`src/rtl/logical_arbiter.sv`:
```
// Round-robin arbiter sharing one combinational logical unit between two issue ports,
// with a one-entry registered response buffer toward writeback.
module logical_arbiter #(
  parameter int TAG_W = 4,
  parameter int CNT_W = 16
) (
  input  logic             clk_i,
  input  logic             rst_n_i,
  input  logic [1:0]       req_valid_i,
  output logic [1:0]       req_ready_o,
  input  logic [3:0]       req0_funct_i,
  input  logic [31:0]      req0_op1_i,
  input  logic [31:0]      req0_op2_i,
  input  logic [TAG_W-1:0] req0_tag_i,
  input  logic [3:0]       req1_funct_i,
  input  logic [31:0]      req1_op1_i,
  input  logic [31:0]      req1_op2_i,
  input  logic [TAG_W-1:0] req1_tag_i,
  output logic [3:0]       lu_funct_o,
  output logic [31:0]      lu_op1_o,
  output logic [31:0]      lu_op2_o,
  input  logic [31:0]      lu_res_i,
  output logic             rsp_valid_o,
  input  logic             rsp_ready_i,
  output logic [31:0]      rsp_data_o,
  output logic             rsp_src_o,
  output logic [TAG_W-1:0] rsp_tag_o,
  output logic [CNT_W-1:0] ops_cnt_o
);

  localparam logic IDLE = 1'b0;
  localparam logic FULL = 1'b1;

  logic             state_reg;
  logic             prio_reg;
  logic [31:0]      rsp_data_reg;
  logic             rsp_src_reg;
  logic [TAG_W-1:0] rsp_tag_reg;
  logic [CNT_W-1:0] cnt_reg;

  logic             can_accept;
  logic             grant_valid;
  logic             grant_idx;
  logic [TAG_W-1:0] grant_tag;

  // The buffer can take a new result when empty, or when its current result leaves this cycle.
  assign can_accept = (state_reg == IDLE) | rsp_ready_i;

  always_comb begin
    grant_valid = 1'b0;
    grant_idx   = 1'b0;
    if (can_accept) begin
      if (&req_valid_i) begin
        grant_valid = 1'b1;
        grant_idx   = prio_reg;
      end else if (req_valid_i[0]) begin
        grant_valid = 1'b1;
        grant_idx   = 1'b0;
      end else if (req_valid_i[1]) begin
        grant_valid = 1'b1;
        grant_idx   = 1'b1;
      end
    end
  end

  assign req_ready_o = {grant_valid & grant_idx, grant_valid & ~grant_idx};

  always_comb begin
    lu_funct_o = 4'd0;
    lu_op1_o   = 32'd0;
    lu_op2_o   = 32'd0;
    grant_tag  = '0;
    if (grant_valid) begin
      if (grant_idx) begin
        lu_funct_o = req1_funct_i;
        lu_op1_o   = req1_op1_i;
        lu_op2_o   = req1_op2_i;
        grant_tag  = req1_tag_i;
      end else begin
        lu_funct_o = req0_funct_i;
        lu_op1_o   = req0_op1_i;
        lu_op2_o   = req0_op2_i;
        grant_tag  = req0_tag_i;
      end
    end
  end

  // A grant is always a handshake, since ready is only raised for a valid port.
  always_ff @(posedge clk_i or negedge rst_n_i) begin
    if (!rst_n_i) begin
      state_reg    <= IDLE;
      prio_reg     <= 1'b0;
      rsp_data_reg <= 32'd0;
      rsp_src_reg  <= 1'b0;
      rsp_tag_reg  <= '0;
    end else if (grant_valid) begin
      state_reg    <= FULL;
      prio_reg     <= ~grant_idx;
      rsp_data_reg <= lu_res_i;
      rsp_src_reg  <= grant_idx;
      rsp_tag_reg  <= grant_tag;
    end else if ((state_reg == FULL) && rsp_ready_i) begin
      state_reg <= IDLE;
    end
  end

  always_ff @(posedge clk_i or negedge rst_n_i) begin
    if (!rst_n_i) begin
      cnt_reg <= '0;
    end else if (rsp_valid_o && rsp_ready_i) begin
      cnt_reg <= cnt_reg + {{(CNT_W-1){1'b0}}, 1'b1};
    end
  end

  assign rsp_valid_o = (state_reg == FULL);
  assign rsp_data_o  = rsp_data_reg;
  assign rsp_src_o   = rsp_src_reg;
  assign rsp_tag_o   = rsp_tag_reg;
  assign ops_cnt_o   = cnt_reg;

endmodule
```
`config.mk`:
```
export PLATFORM = sky130hd
export DESIGN_NAME = logical_arbiter
export DESIGN_NICKNAME = d
export VERILOG_FILES = /design/src/rtl/logical_arbiter.sv
export SDC_FILE = /design/constraint.sdc
export NUM_CORES = 1
export LEC_CHECK = 0
export ABC_AREA = 1
export BUFFER_PORTS_ARGS = -buffer_cell sky130_fd_sc_hd__buf_2
export CORE_AREA = 2 2 119 121
export CTS_BUF_LIST = sky130_fd_sc_hd__clkbuf_4 sky130_fd_sc_hd__clkbuf_8
export CTS_CLUSTER_DIAMETER = 150
export DETAILED_ROUTE_END_ITERATION = 6
export DIE_AREA = 0 0 121 123
export PLACE_DENSITY = 0.62
export SLEW_MARGIN = 5
export SYNTH_ARGS = -nofsm -noshare
export SYNTH_HDL_FRONTEND = slang
export SYNTH_SLANG_ARGS = --single-unit
```
`constraint.sdc`:
```
create_clock -name clk_i -period 2.8 [get_ports clk_i]
set_input_delay 0.7 -clock clk_i [delete_from_list [all_inputs] [get_ports clk_i]]
set_output_delay 0.7 -clock clk_i [all_outputs]
set_load 0.03 [all_outputs]
```
# ---- Word-level counts from Yosys, hierarchy flattened
# Index checks and enable logic that the tools add are counted.
# W data, S select, Z words.
dict set report totals {
  output_inout_bits 124
  latch_bits 0
  mem_bits_rw 0
  register_bits 55
  memories 0
  wordCells 31
  mem_bits_ro 0
}
dict set report classes {
  n_eq_ne 0
  n_mul 0
  muxes 16
  bitwise_logic 5
  n_div 0
  n_reduce_logical 3
  shift 0
  n_lt_le_gt_ge 0
  n_addsub 1
}
# op n
set ops {}
lappend ops {{$mux W32} 4}
lappend ops {{$add A16 B1 Y16 const B} 1}
lappend ops {{$mux W4} 3}
lappend ops {{$mux W1} 9}
lappend ops {{$and A1 B1 Y1} 2}
lappend ops {{$not A1 Y1} 2}
lappend ops {{$reduce_and A2 Y1} 1}
lappend ops {{$reduce_bool A2 Y1} 1}
lappend ops {{$logic_and A1 B1 Y1} 1}
lappend ops {{$or A1 B1 Y1} 1}

# ---- Depth between registers and ports, before layout
dict set report logic_depth {
  word_depth 6
  depth_mapped 10
  mapped_depth_nobuf 9
}

# ---- Worst setup path after synthesis
# Ideal clock, no wire load.
dict set report synth_timing {
  path_kind {input -> output}
  from {input rsp_ready_i}
  to {output lu_funct_o[3]}
  stages 7
  path_buffers 1
  required_ns 2.100
  arrival_ns 1.793
  slack_ns 0.307
  path_cell_list {inv_1 nand2_2 nand3_4 inv_2 buf_2 nand2_1 a21oi_1}
}
dict set report synth_between {
  elab_chain_len 4
  elab_cells_between_ends 5
}
# item line_no
set synth_lines {}
lappend synth_lines {{from (decl)} 24} ;# input logic rsp_ready_i,
lappend synth_lines {{$or A1 B1 Y1 *} 47} ;# assign can_accept = (state_reg == IDLE) | rsp_ready_i;
lappend synth_lines {{$mux W1} 52} ;# if (can_accept) begin
lappend synth_lines {{$mux W4} 74} ;# if (grant_idx) begin
lappend synth_lines {{$mux W4 *} 73} ;# if (grant_valid) begin
lappend synth_lines {{to (decl)} 19} ;# output logic [3:0] lu_funct_o,
# Mark *: on every way between the ends. The rest lies on a longest branch, timed or not.

# ---- Worst setup path in the final report
dict set report layout_timing {
  from {input rsp_ready_i}
  to {output lu_op2_o[2]}
}
dict set report layout_between {
  elab_chain_len 4
  elab_cells_between_ends 5
}
# item line_no
set layout_lines {}
lappend layout_lines {{$or A1 B1 Y1 *} 47}
lappend layout_lines {{$mux W1} 52}
lappend layout_lines {{$mux W32} 74}
lappend layout_lines {{$mux W32 *} 73}
lappend layout_lines {{to (decl)} 21} ;# output logic [31:0] lu_op2_o,
# Marks and branches as above.

==> PnR_summary.wiki <==
{| class="wikitable"
! Metric !! Value
|-
| Setup slack of the critical path after layout || 214 ps
|-
| CP top delay family || buffers and inverters
|-
| Count of antenna-violating nets left after detailed routing || 0
|-
| Grt peak-use layer || met2
|-
| Largest net degree at the start of global routing || between 70 and 80
|-
| Critical Path Source Type || primary input
|-
| Slowest cell on crit path || sky130_fd_sc_hd__buf_12
|-
| Global-route wire length before repair || 18800 um
|-
| Synth unique cells || 21
|-
| Number of global-route vias before repair || 3725
|-
| Die width || 121 um
|-
| Number of standard cells after synthesis || 501
|-
| GR met2 Demand/Resource || roughly a quarter
|-
| Die height || 123 um
|-
| Max Clock Freq || 387 MHz
|-
| Max H-tree Level || 2
|-
| Total Wirelength || about 13000 um
|-
| Final number of hold-violating endpoints || 0
|-
| Commonest non-fill, non-tap cells in the layout || sky130_fd_sc_hd__nand2_1, sky130_fd_sc_hd__buf_2, sky130_fd_sc_hd__dfrtp_1
|-
| Clock tree from TritonCTS || built
|-
| Non-Filler Instances || 980
|-
| Total of hold buffers inserted after clock tree synthesis || 0
|-
| Post-detailed-route DRC marker count || 0
|-
| Setup violations, final || 0
|-
| Post-layout utilization of the core || 36.8%
|-
| Total congestion overflow after global routing || 0
|-
| Net count after synthesis || 683
|-
| Dominant cell type by count on the critical path || sky130_fd_sc_hd__nand2_1
|-
| Worst ir drop on vdd || 0.471 mV
|-
| Layout cells sized above 1 || 40.7%
|-
| Post-Place Setup Slack || 209 ps
|-
| Mean number of vias per cell || 4.14
|-
| Post-layout minimum cycle time || 2590 ps
|-
| Met1 track demand over resource in global routing || 21.3%
|-
| Net count of the finished layout || 979
|-
| Max-slew violation total from the final report || 0
|-
| Initial detailed-routing violation count || 195
|-
| Capturing point of the worst reg2reg path || ops_cnt_o[8]$_DFFE_PN0P_
|-
| Cell depth of the worst setup path || 10
|-
| # Max-Cap Violations || 0
|-
| CP Launch Point || rsp_ready_i
|-
| IO buf count || 304
|-
| Tightest Hold Check Type || primary input to async pin
|-
| Worst slew margin relative to its limit || 53.0%
|-
| Initial Utilization || about a quarter
|-
| Worst Reg2Reg Path Length in Cells || 5
|-
| Number of placed instances with taps included || 970
|-
| Unrepaired setup endpoints after global routing || no
|-
| Worst setup skew after layout || around 4.9 ps
|-
| Die outline area || roughly 15000 um2
|-
| Part of the cycle the worst path needs || 92.3%
|-
| Cell area after technology mapping || between 3000 and 4000 um2
|-
| Clock buffers created by TritonCTS || 5
|-
| Final-layout fill cell count || between 1500 and 2000
|-
| Setup slack of the worst register-to-register path || 1270 ps
|-
| Num ports || slightly above 300
|-
| Met3 GRT Util || 3.74%
|-
| Accumulated negative setup slack || 0 ps
|-
| Critical path arrival || 1890 ps
|-
| Routed wire length per instance || 13.0 um
|-
| Status || completed
|-
| Sequence of cells on the critical path || buf_2 -> inv_1 -> nand2_2 -> nand3_4 -> nand2_1 -> inv_2 -> buf_12 -> nand2_1 -> nand2_1 -> buf_2
|-
| Commonest non-fill, non-tap cell in the layout || sky130_fd_sc_hd__nand2_1
|-
| Clock insertion delay at the later pin of the skew report || 310 ps
|-
| Multi-input gate area in the final layout || 1620 um2
|-
| WP data required || 2100 ps
|-
| Power per cell area || 558 nW/um2
|-
| Area used by sequential logic in the layout || 1380 um2
|-
| Routability-driven placement congestion ratio || 0.823
|-
| Area of the placeable core || 13600 um2
|-
| Clk root buf || sky130_fd_sc_hd__clkbuf_8
|-
| Number of buffers inserted to repair setup after CTS || 0
|-
| Clock sink count || 55
|-
| DR vias || just over 4000
|-
| Antenna violations before repair || 1
|-
| Post-CTS sizing || 0
|-
| Flip-flop count of the largest register after layout || 32
|-
| Global router's overall resource usage || between 15 and 20%
|-
| Sequential share of the synthesized area || a little over two fifths
|-
| Flip-flop and latch count after synthesis || 55
|-
| Source of the worst register-to-register timing path || ops_cnt_o[1]$_DFFE_PN0P_
|-
| P&R area growth vs syn || 55.7%
|-
| Standard-cell rows || 43
|-
| Critical path type || primary input to output pin
|-
| Worst-path maximum fanout || 66
|-
| Crit. End Element || output pin
|-
| Clock-pin slew reported for the worst setup and hold paths after clock tree synthesis || around 100 ps
|-
| Number of buffers between clock root and the deepest sink || 2
|-
| Critical path buffers and inverters || 5
|-
| Last element of the critical path || lu_op2_o[2]
|-
| Crit path largest cell delay || 240 ps
|-
| Leakage || 3.19 nW
|-
| Transition at the pin with the smallest max-transition slack || 706 ps
|-
| Per-instance average area after synthesis || 6.43 um2
|-
| Number of warnings issued by yosys || 0
|-
| Pre-antenna DRT Iters || 4
|-
| Post-DP HPWL || 10400 um
|}
[worst reg2reg max path, stage by stage (launching register included)]
cell	delay [ps]
sky130_fd_sc_hd__dfrtp_1	420
sky130_fd_sc_hd__ha_1	220
sky130_fd_sc_hd__nand3_1	110
sky130_fd_sc_hd__nor3_1	390
sky130_fd_sc_hd__nand2_1	140
sky130_fd_sc_hd__xnor2_1	150
[logic make-up (layout without fill, tap and decap cells)]
family | Yosys count | count (layout) | synth area share, %
xor+xnor | 9 | 9 | 2.45
other cells | 0 | 2 | 0
compound gates | 14 | 14 | 2.37
simple gates | 374 | 374 | 44.9
fa+ha+maj | 1 | 1 | 0.389
buf+inv | 48 | 345 | 7.15
flops | 55 | 55 | 42.8
[synth_stat cells, drive strengths merged]
library cell	n	area (um2)
buf	18	118
nand4	5	31.3
nand3	8	52.6
dfrtp	55	1380
o21a	1	7.51
nor2	17	63.8
xnor2	3	26.3
nand2	341	1280
o21ai	2	13.8
xor2	6	52.6
inv	26	97.6
clkbuf	4	15.0
a21oi	11	55.1
nor3	3	15.0
ha	1	12.5
[where the power goes]
group	switching [mW]	leakage, nW	internal [mW]
combinational	0.934	2.48	0.404
clock	0.257	0.0446	0.185
sequential	0.0983	0.661	0.918
total	1.29	3.19	1.51
[worst min-delay path by stage]
| stage | from | end | slack, ps |
|---|---|---|---|
| after global placement | rsp_data_o[5]$_DFFE_PN0P_ | rsp_data_o[5]$_DFFE_PN0P_ | 460 |
| after floorplan | rst_n_i | ops_cnt_o[0]$_DFFE_PN0P_ | 400 |
| after CTS | rst_n_i | ops_cnt_o[12]$_DFFE_PN0P_ | 450 |
| after global routing | rst_n_i | ops_cnt_o[12]$_DFFE_PN0P_ | 460 |
| final | rst_n_i | ops_cnt_o[12]$_DFFE_PN0P_ | 420 |
| after detailed placement | rsp_data_o[30]$_DFFE_PN0P_ | rsp_data_o[30]$_DFFE_PN0P_ | 460 |
[layout make-up]
type / instances / share of cell area, %
flip-flops and latches: 55 / 27.5
well taps: 180 / 4.49
clock inverters: 2 / 0.250
multi-input cells: 398 / 32.3
repair buffers: 311 / 31.9
inverters: 26 / 1.95
diodes: 2 / 0.0999
clock buffers: 6 / 1.52
[routing by layer]
metal  vias to the layer above  share of wire [%]
li1                       2090                  -
met1                      1781                 43
met2                       174                 47
met3                        11                8.5
met4                         0                1.1
met5                         -                  0
[through the flow]
step	hold WS, ps	power [mW]	instance area (um2)
after CTS	445	2.84	5010
final	425	2.80	5010
after global placement	458	2.37	4920
after global routing	461	3.01	5010
after floorplan	404	1.89	3220
after detailed placement	462	2.39	4920
Note: power is estimated with default switching activity, not from simulation.
